**src/rtl/seq_multiplier_if.sv**
```systemverilog
// Operand/result bundle for the sequential multiplier. The master issues
// start with the operands. The slave (the multiplier) answers with busy,
// done and product.
//
// Handshake: the master raises start for one or more cycles. The slave
// captures signed_mode/op_a/op_b on the first rising edge where start=1
// and busy=0. From that edge until the edge that writes product, busy
// stays high and start is ignored. done pulses for one cycle when product
// is updated. A start raised during that done cycle is accepted.
interface seq_multiplier_if #(
  parameter int WIDTH = 32
) ();
  logic                   start;
  logic                   signed_mode;
  logic [WIDTH-1:0]       op_a;
  logic [WIDTH-1:0]       op_b;
  logic                   busy;
  logic                   done;
  logic [2*WIDTH-1:0]     product;
  logic                   state_dbg;

  modport master (
    output start, signed_mode, op_a, op_b,
    input  busy, done, product, state_dbg
  );

  modport slave (
    input  start, signed_mode, op_a, op_b,
    output busy, done, product, state_dbg
  );
endinterface

```
**src/rtl/seq_multiplier.sv**
```systemverilog
// Shift-and-add multiplier that performs one partial-product add per clock.
// Signed operands are reduced to magnitudes at capture. The sign is put back
// on the finishing edge by negating the 2*WIDTH-bit accumulator.
// With EARLY_EXIT set, the run ends as soon as the remaining multiplier bits
// are all zero.
module seq_multiplier #(
  parameter int WIDTH      = 32,
  parameter bit EARLY_EXIT = 1'b1
) (
  input logic             clk,
  input logic             reset,
  seq_multiplier_if.slave bus
);

  localparam int             CW         = $clog2(WIDTH + 1);
  localparam logic [CW-1:0]  COUNT_LAST = CW'(WIDTH);

  typedef enum logic {
    IDLE = 1'b0,
    RUN  = 1'b1
  } state_t;

  state_t                 state;
  logic [2*WIDTH-1:0]     acc;
  logic [2*WIDTH-1:0]     a_sh;
  logic [WIDTH-1:0]       b_sh;
  logic [CW-1:0]          count;
  logic                   neg;

  logic [WIDTH-1:0]       mag_a;
  logic [WIDTH-1:0]       mag_b;
  logic                   finish;

  // The most negative value negates to itself. Read as unsigned, that
  // pattern is the correct magnitude 2^(WIDTH-1).
  always_comb begin
    mag_a = (bus.signed_mode && bus.op_a[WIDTH-1]) ? -bus.op_a : bus.op_a;
    mag_b = (bus.signed_mode && bus.op_b[WIDTH-1]) ? -bus.op_b : bus.op_b;
  end

  // The run ends after WIDTH iterations, or earlier once no multiplier bits remain.
  always_comb begin
    finish = (count == COUNT_LAST) || (EARLY_EXIT && (b_sh == '0));
  end

  assign bus.state_dbg = (state == RUN);

  // Control FSM and datapath. Capture happens in IDLE and iterations in RUN.
  // The finishing edge only writes the result and performs no add.
  always_ff @(posedge clk or posedge reset) begin
    if (reset) begin
      state       <= IDLE;
      acc         <= '0;
      a_sh        <= '0;
      b_sh        <= '0;
      count       <= '0;
      neg         <= 1'b0;
      bus.busy    <= 1'b0;
      bus.done    <= 1'b0;
      bus.product <= '0;
    end else begin
      bus.done <= 1'b0;
      case (state)
        IDLE: begin
          if (bus.start) begin
            acc      <= '0;
            count    <= '0;
            a_sh     <= {{WIDTH{1'b0}}, mag_a};
            b_sh     <= mag_b;
            neg      <= bus.signed_mode & (bus.op_a[WIDTH-1] ^ bus.op_b[WIDTH-1]);
            bus.busy <= 1'b1;
            state    <= RUN;
          end
        end
        RUN: begin
          if (finish) begin
            bus.product <= neg ? -acc : acc;
            bus.done    <= 1'b1;
            bus.busy    <= 1'b0;
            state       <= IDLE;
          end else begin
            if (b_sh[0]) begin
              acc <= acc + a_sh;
            end
            a_sh  <= a_sh << 1;
            b_sh  <= b_sh >> 1;
            count <= count + CW'(1);
          end
        end
        default: state <= IDLE;
      endcase
    end
  end

endmodule

```
**src/flat_wrapper.sv**
```systemverilog
// flat-port wrapper written by rule: the top's interface ports become plain ports
module seq_multiplier_flat 
#(
  parameter int WIDTH      = 32,
  parameter bit EARLY_EXIT = 1'b1
)
  (clk, reset, bus_start, bus_signed_mode, bus_op_a, bus_op_b, bus_busy, bus_done, bus_product, bus_state_dbg);
  seq_multiplier_if #(.WIDTH(WIDTH)) bus_i ();
  input logic clk;
  input logic reset;
  input wire logic [$bits(bus_i.start)-1:0] bus_start;
  input wire logic [$bits(bus_i.signed_mode)-1:0] bus_signed_mode;
  input wire logic [$bits(bus_i.op_a)-1:0] bus_op_a;
  input wire logic [$bits(bus_i.op_b)-1:0] bus_op_b;
  output wire logic [$bits(bus_i.busy)-1:0] bus_busy;
  output wire logic [$bits(bus_i.done)-1:0] bus_done;
  output wire logic [$bits(bus_i.product)-1:0] bus_product;
  output wire logic [$bits(bus_i.state_dbg)-1:0] bus_state_dbg;
  assign bus_i.start = bus_start;
  assign bus_i.signed_mode = bus_signed_mode;
  assign bus_i.op_a = bus_op_a;
  assign bus_i.op_b = bus_op_b;
  assign bus_busy = bus_i.busy;
  assign bus_done = bus_i.done;
  assign bus_product = bus_i.product;
  assign bus_state_dbg = bus_i.state_dbg;
  seq_multiplier #(.WIDTH(WIDTH), .EARLY_EXIT(EARLY_EXIT)) u_core (.clk(clk), .reset(reset), .bus(bus_i));
endmodule
```
**config.mk**
```make
export PLATFORM = sky130hd
export DESIGN_NAME = seq_multiplier_flat
export DESIGN_NICKNAME = d
export VERILOG_FILES = /design/src/rtl/seq_multiplier_if.sv /design/src/rtl/seq_multiplier.sv /design/src/flat_wrapper.sv
export SDC_FILE = /design/constraint.sdc
export NUM_CORES = 1
export LEC_CHECK = 0
export CAP_MARGIN = 10
export CORE_MARGIN = 2
export CORE_UTILIZATION = 48
export DETAILED_ROUTE_END_ITERATION = 7
export PLACE_DENSITY = 0.71
export SLEW_MARGIN = 20
export SYNTH_ARGS = -nofsm -noshare
export SYNTH_HDL_FRONTEND = slang
export SYNTH_SLANG_ARGS = --single-unit
```
**constraint.sdc**
```tcl
create_clock -name clk -period 7.7 [get_ports clk]
set_input_delay 1.925 -clock clk [delete_from_list [all_inputs] [get_ports clk]]
set_output_delay 1.925 -clock clk [all_outputs]
set_load 0.02 [all_outputs]
```
Word level (Yosys, flattened, before mapping)
Cells that the tools add are included.
- register bits after elaboration: 234
- bits of input ports: 68
- output and inout port bits: 67
- word-level logic and storage cells: 55
- $add $sub $neg: 5
- equal/unequal tests: 5
- muxes and demuxes: 24
- reduce and logical (&&, ||, !) cells: 9
- bitwise logic cells: 3
- operators by type and width (kind ; number):
    2-to-1 mux 64 bit ; 6
    case mux 64 bit (2 select lines) ; 2
    2-to-1 mux 32 bit ; 4
    adder 64 bit ; 1
    negation 32 bit ; 2
    negation 64 bit ; 1
    case mux 32 bit (2 select lines) ; 1
    zero test 32 bit ; 1
    2-to-1 mux 6 bit ; 2
    case mux 6 bit (2 select lines) ; 1
    != test 2 bit (second input constant) ; 4
    AND reduction 2 bit ; 4
    adder 6 x 1 -> 6 bit (second input constant) ; 1
    == test 6 bit (second input constant) ; 1
    2-to-1 mux 1 bit ; 6
    case mux 1 bit (2 select lines) ; 2
    AND reduction 3 bit ; 1
    logical AND 1 bit ; 2
    AND 1 bit ; 1
    logical OR 1 bit ; 1
    inverter 1 bit ; 1
    bitwise XOR 1 bit ; 1

Depth between registers and ports, before layout
- depth in word-level cells: 4
- mapped depth: 13
- mapped depth without buffers: 13

Least setup slack after synthesis
OpenSTA, ideal clock, no wires.
- kind: input port to flip-flop
- from: in bus_op_a[5]
- to: reg u_core.a_sh[29]
- library setup time: 0.083 ns
- cell stages on the path: 10
- arrival time: 4.103 ns
- path slack: 3.514 ns
- required time: 7.617 ns
- buffers on the path: 0
- cell sequence: nor4_1 -> nand3_1 -> or4_4 -> nor3_2 -> nand2_1 -> or3_1 -> o31ai_2 -> xnor2_1 -> nor2_1 -> o21ai_0
- word-level cells in the longest chain between the ends: 4
- RTL lines (item ; line ; text):
    from (decl) ; flat_wrapper.sv:13 ; input wire logic [$bits(bus_i.op_a)-1:0] bus_op_a;
    negation 32 bit ; seq_multiplier.sv:37 ; mag_a = (bus.signed_mode && bus.op_a[WIDTH-1]) ? -bus.op_a : bus.op_a;
    2-to-1 mux 32 bit ; seq_multiplier.sv:37 ;
    2-to-1 mux 64 bit ; seq_multiplier.sv:65 ; if (bus.start) begin
    case mux 64 bit (2 select lines) ; seq_multiplier.sv:63 ; case (state)
    to (signal assigned) ; seq_multiplier.sv:68 ; a_sh <= {{WIDTH{1'b0}}, mag_a};
    to (signal assigned) ; seq_multiplier.sv:85 ; a_sh <= a_sh << 1;
    to (decl) ; seq_multiplier.sv:25 ; logic [2*WIDTH-1:0] a_sh;
Every way passes these cells. The select of a mux whose other input is x is not followed.
A chain may end at the register's enable or synchronous reset.

Worst setup path in the final report
- from: in bus_op_a[4]
- to: reg u_core.a_sh[30]
Same word-level chain as after synthesis.

==> results_dict.tcl <==
set metrics [dict create \
    status "finished, final reports clean" \
    period_share 0.582 \
    worstPathRequired_ns 8.17 \
    path_class "primary input to flip-flop" \
    crit_chain "clkdlybuf4s50_1 -> nor4_1 -> nand2_1 -> or4_1 -> nor3_1 -> a21oi_1 -> a21oi_1 -> o21ai_0 -> xor2_1 -> nor2_1 -> o21ai_0" \
    setup-tns-final_ns 0 \
    hold_path_startpoint "u_core.bus.product[55]" \
    h-tree-depth 1 \
    grt_setup_unrepaired "false" \
    cts_tree "done" \
    diodes 0 \
    fin_crit_ns 4.48 \
    clock_path_buffers 3 \
    areaGrowthSynthToFinish_pct 16.0 \
    cts_hold_buf 0 \
    gp_congestion 0.920 \
    avgSynthCellArea_um2 8.31 \
    mostFrequentLayoutCell "nand2_1" \
    dr.pass1.iters 6 \
    hp-class "flip-flop to flip-flop" \
    slowest_stage "or4_1" \
    port_buffers 134 \
    routed_wl_um 41200 \
    final_net_count 2064 \
    slew_headroom 0.284 \
    fin_worst_skew_ns 0.0117 \
    clkPwrFrac 0.174 \
    cts_root_buf "clkbuf_16" \
    die_y_um 184 \
    grt_usage 0.248 \
    fillerInstances 2862 \
    synth_ff_type "dfrtp_1" \
    yosysWarningCount 0 \
    grt-ovfl-total 0 \
    cts_inserted_buffers 28 \
    die_x_um 184 \
    clkTransAtPathRegs_ns 0.06 \
    synth_seq_cells 234 \
    routedWlPerCell_um 17.5 \
    num_vias 13900 \
    drv_slew 0 \
    hold_slack_ns 0.473 \
    hold_violations 0 \
    drtIter0Drc 932 \
    r2r_start "u_core.acc[0]" \
    async_reset_ff_frac 1.00 \
    timing.fmax_ghz 0.223 \
    final_cell_mix "nand2_1, o21ai_0, dfrtp_1" \
    ctsResizeCount 0 \
    critPathArrivalTime_ns 4.95 \
    peakVddDrop_uv 211 \
    yosysSeqAreaShare 0.378 \
    sw_frac_of_total 0.457 \
    tightest_slew_ns 1.07 \
    antenna_left 0 \
    setup_viol 0 \
    route.detailed.drc 0 \
    path_max_fanout 5 \
    cap_violations 0 \
    viasPerCell 5.92 \
    seqPwrFrac 0.309 \
    syn_inst 1863 \
    synth_edf_count 0 \
    syn_nets 2000 \
    cp-startpoint "bus_op_a[4]" \
    initial_core_util 0.490 \
    grt_pass1_vias 13400 \
    synth_cell_type_count 69 \
    grt_pass1_wl_um 68600 \
    row_count 65 \
    endpoint_kind "flip-flop" \
    critPathMaxStageDelay_ns 0.57 \
    grt_max_degree 131 \
    drive_gt1_frac 0.0442 \
    p_int_mw 4.05 \
    core_mm2 0.0316 \
    start_kind "primary input" \
    die_area_mm2 0.0337 \
    cts_setup_buffers 0 \
    p_comb_frac 0.517 \
    io_pins 135 \
    p_sw_mw 3.40 \
    power_density_mw_per_mm2 415 \
    synth_area_mm2 0.0155 \
    antenna_found_initial 0 \
    p_leak_nw 7.72 \
    cts.sinks 234 \
    hpwl_um 29600 \
    clk_latency_ns 0.55 \
]
logic make-up (layout without fill, tap and decap cells):
| family | Yosys count | in the layout | share of synthesized area |
|---|---|---|---|
| AOI/OAI and AO/OA | 584 | 584 | 0.225 |
| xor gates and xnor gates | 169 | 169 | 0.0956 |
| adders and majority gates | 69 | 69 | 0.0562 |
| buffers and inverters | 147 | 229 | 0.0358 |
| DFF | 234 | 234 | 0.378 |
| muxes | 17 | 17 | 0.0111 |
| and+or+nand+nor | 643 | 643 | 0.198 |
final timing paths:
| check | endpoint | depth (start not counted) | slack (ns) |
|---|---|---|---|
| min in group asynchronous | u_core.acc[4] | 2 | 1.93 |
| setup reg to reg | u_core.acc[58] | 13 | 3.71 |
| setup / recovery | u_core.a_sh[30] | 11 | 3.22 |
| hold / removal | u_core.bus.product[55] | 2 | 0.47 |
| max in group asynchronous | u_core.bus.state_dbg | 3 | 4.46 |
| hold reg to reg | u_core.bus.product[55] | 2 | 0.47 |
flip-flops by register name, indices dropped and copies added (netlist names):
name and count:
u_core.a_sh 64, u_core.acc 64, u_core.bus.product 64, u_core.b_sh 32
u_core.count 6, u_core.bus.busy 1, u_core.bus.done 1, u_core.bus.state_dbg 1
u_core.neg 1
area by class of cell:
class	count	area, um^2	area share
tap	402	503	0.0280
clock inverter	9	110	0.00613
timing repair buffer	147	1450	0.0808
inverter	34	131	0.00731
multi-input combinational	1482	9130	0.508
clock buffer	39	783	0.0436
sequential	234	5860	0.326
routing by layer:
layer / global-route usage / up-vias / wire length, um
met2: 0.406 / 361 / 19000
met3: 0.0301 / 89 / 1960
li1: - / 6829 / -
met1: 0.341 / 6618 / 18900
met5: 0 / - / 0
met4: 0.0826 / 0 / 1410
worst max-delay path: cells and delay by family:
family	cells	cell delay [ns]
AOI/OAI and AO/OA	4	0.80
buffers and inverters	1	0.46
and+or+nand+nor	5	1.59
xor gates and xnor gates	1	0.17
through the flow:
stage / util / power (mW) / setup slack [ns] / cells / area (um^2)
6_report: 0.568 / 7.45 / 3.22 / 2347 / 18000
3_5_place_dp: 0.539 / 6.13 / 2.68 / 2299 / 17100
4_1_cts: 0.568 / 7.45 / 3.23 / 2347 / 18000
3_3_place_gp: 0.539 / 6.03 / 2.73 / 2299 / 17100
5_1_grt: 0.568 / 8.08 / 2.86 / 2347 / 18000
2_1_floorplan: - / 5.02 / 2.71 / 1863 / 15500
power by group through the flow:
stage          clock, mW  sequential [mW]  combinational [mW]
5_1_grt             1.38             2.37                4.34
6_report            1.30             2.30                3.85
4_1_cts             1.32             2.29                3.84
3_3_place_gp           0             2.29                3.74
2_1_floorplan          0             2.24                2.78
3_5_place_dp           0             2.31                3.82
cell usage after synthesis (9+ instances only):
cell      number  area share
a31oi_1       18      0.0073
nand4_1       19      0.0077
inv_1         34      0.0082
or4_1         11      0.0053
mux2i_1       16       0.010
o41ai_1       15      0.0085
nor2_1        83       0.020
ha_1          68       0.055
o22ai_1       10      0.0040
clkbuf_1     101       0.024
a21oi_1      125       0.040
or3_1         27       0.011
nand2_1      279       0.068
nor4_1        16      0.0065
xor2_1       119       0.067
buf_1         10      0.0024
o31ai_1       25       0.012
nand3_1      119       0.038
dfrtp_1      234        0.38
o21ai_0      250       0.081
nor3_1        24      0.0078
and3_1        12      0.0048
a22oi_1        9      0.0044
o21ai_1       10      0.0032
o21bai_1      21       0.010
o211ai_1      18      0.0087
xnor2_1       50       0.028
a21o_1        40       0.019
Power figures use the tool's default switching activity.
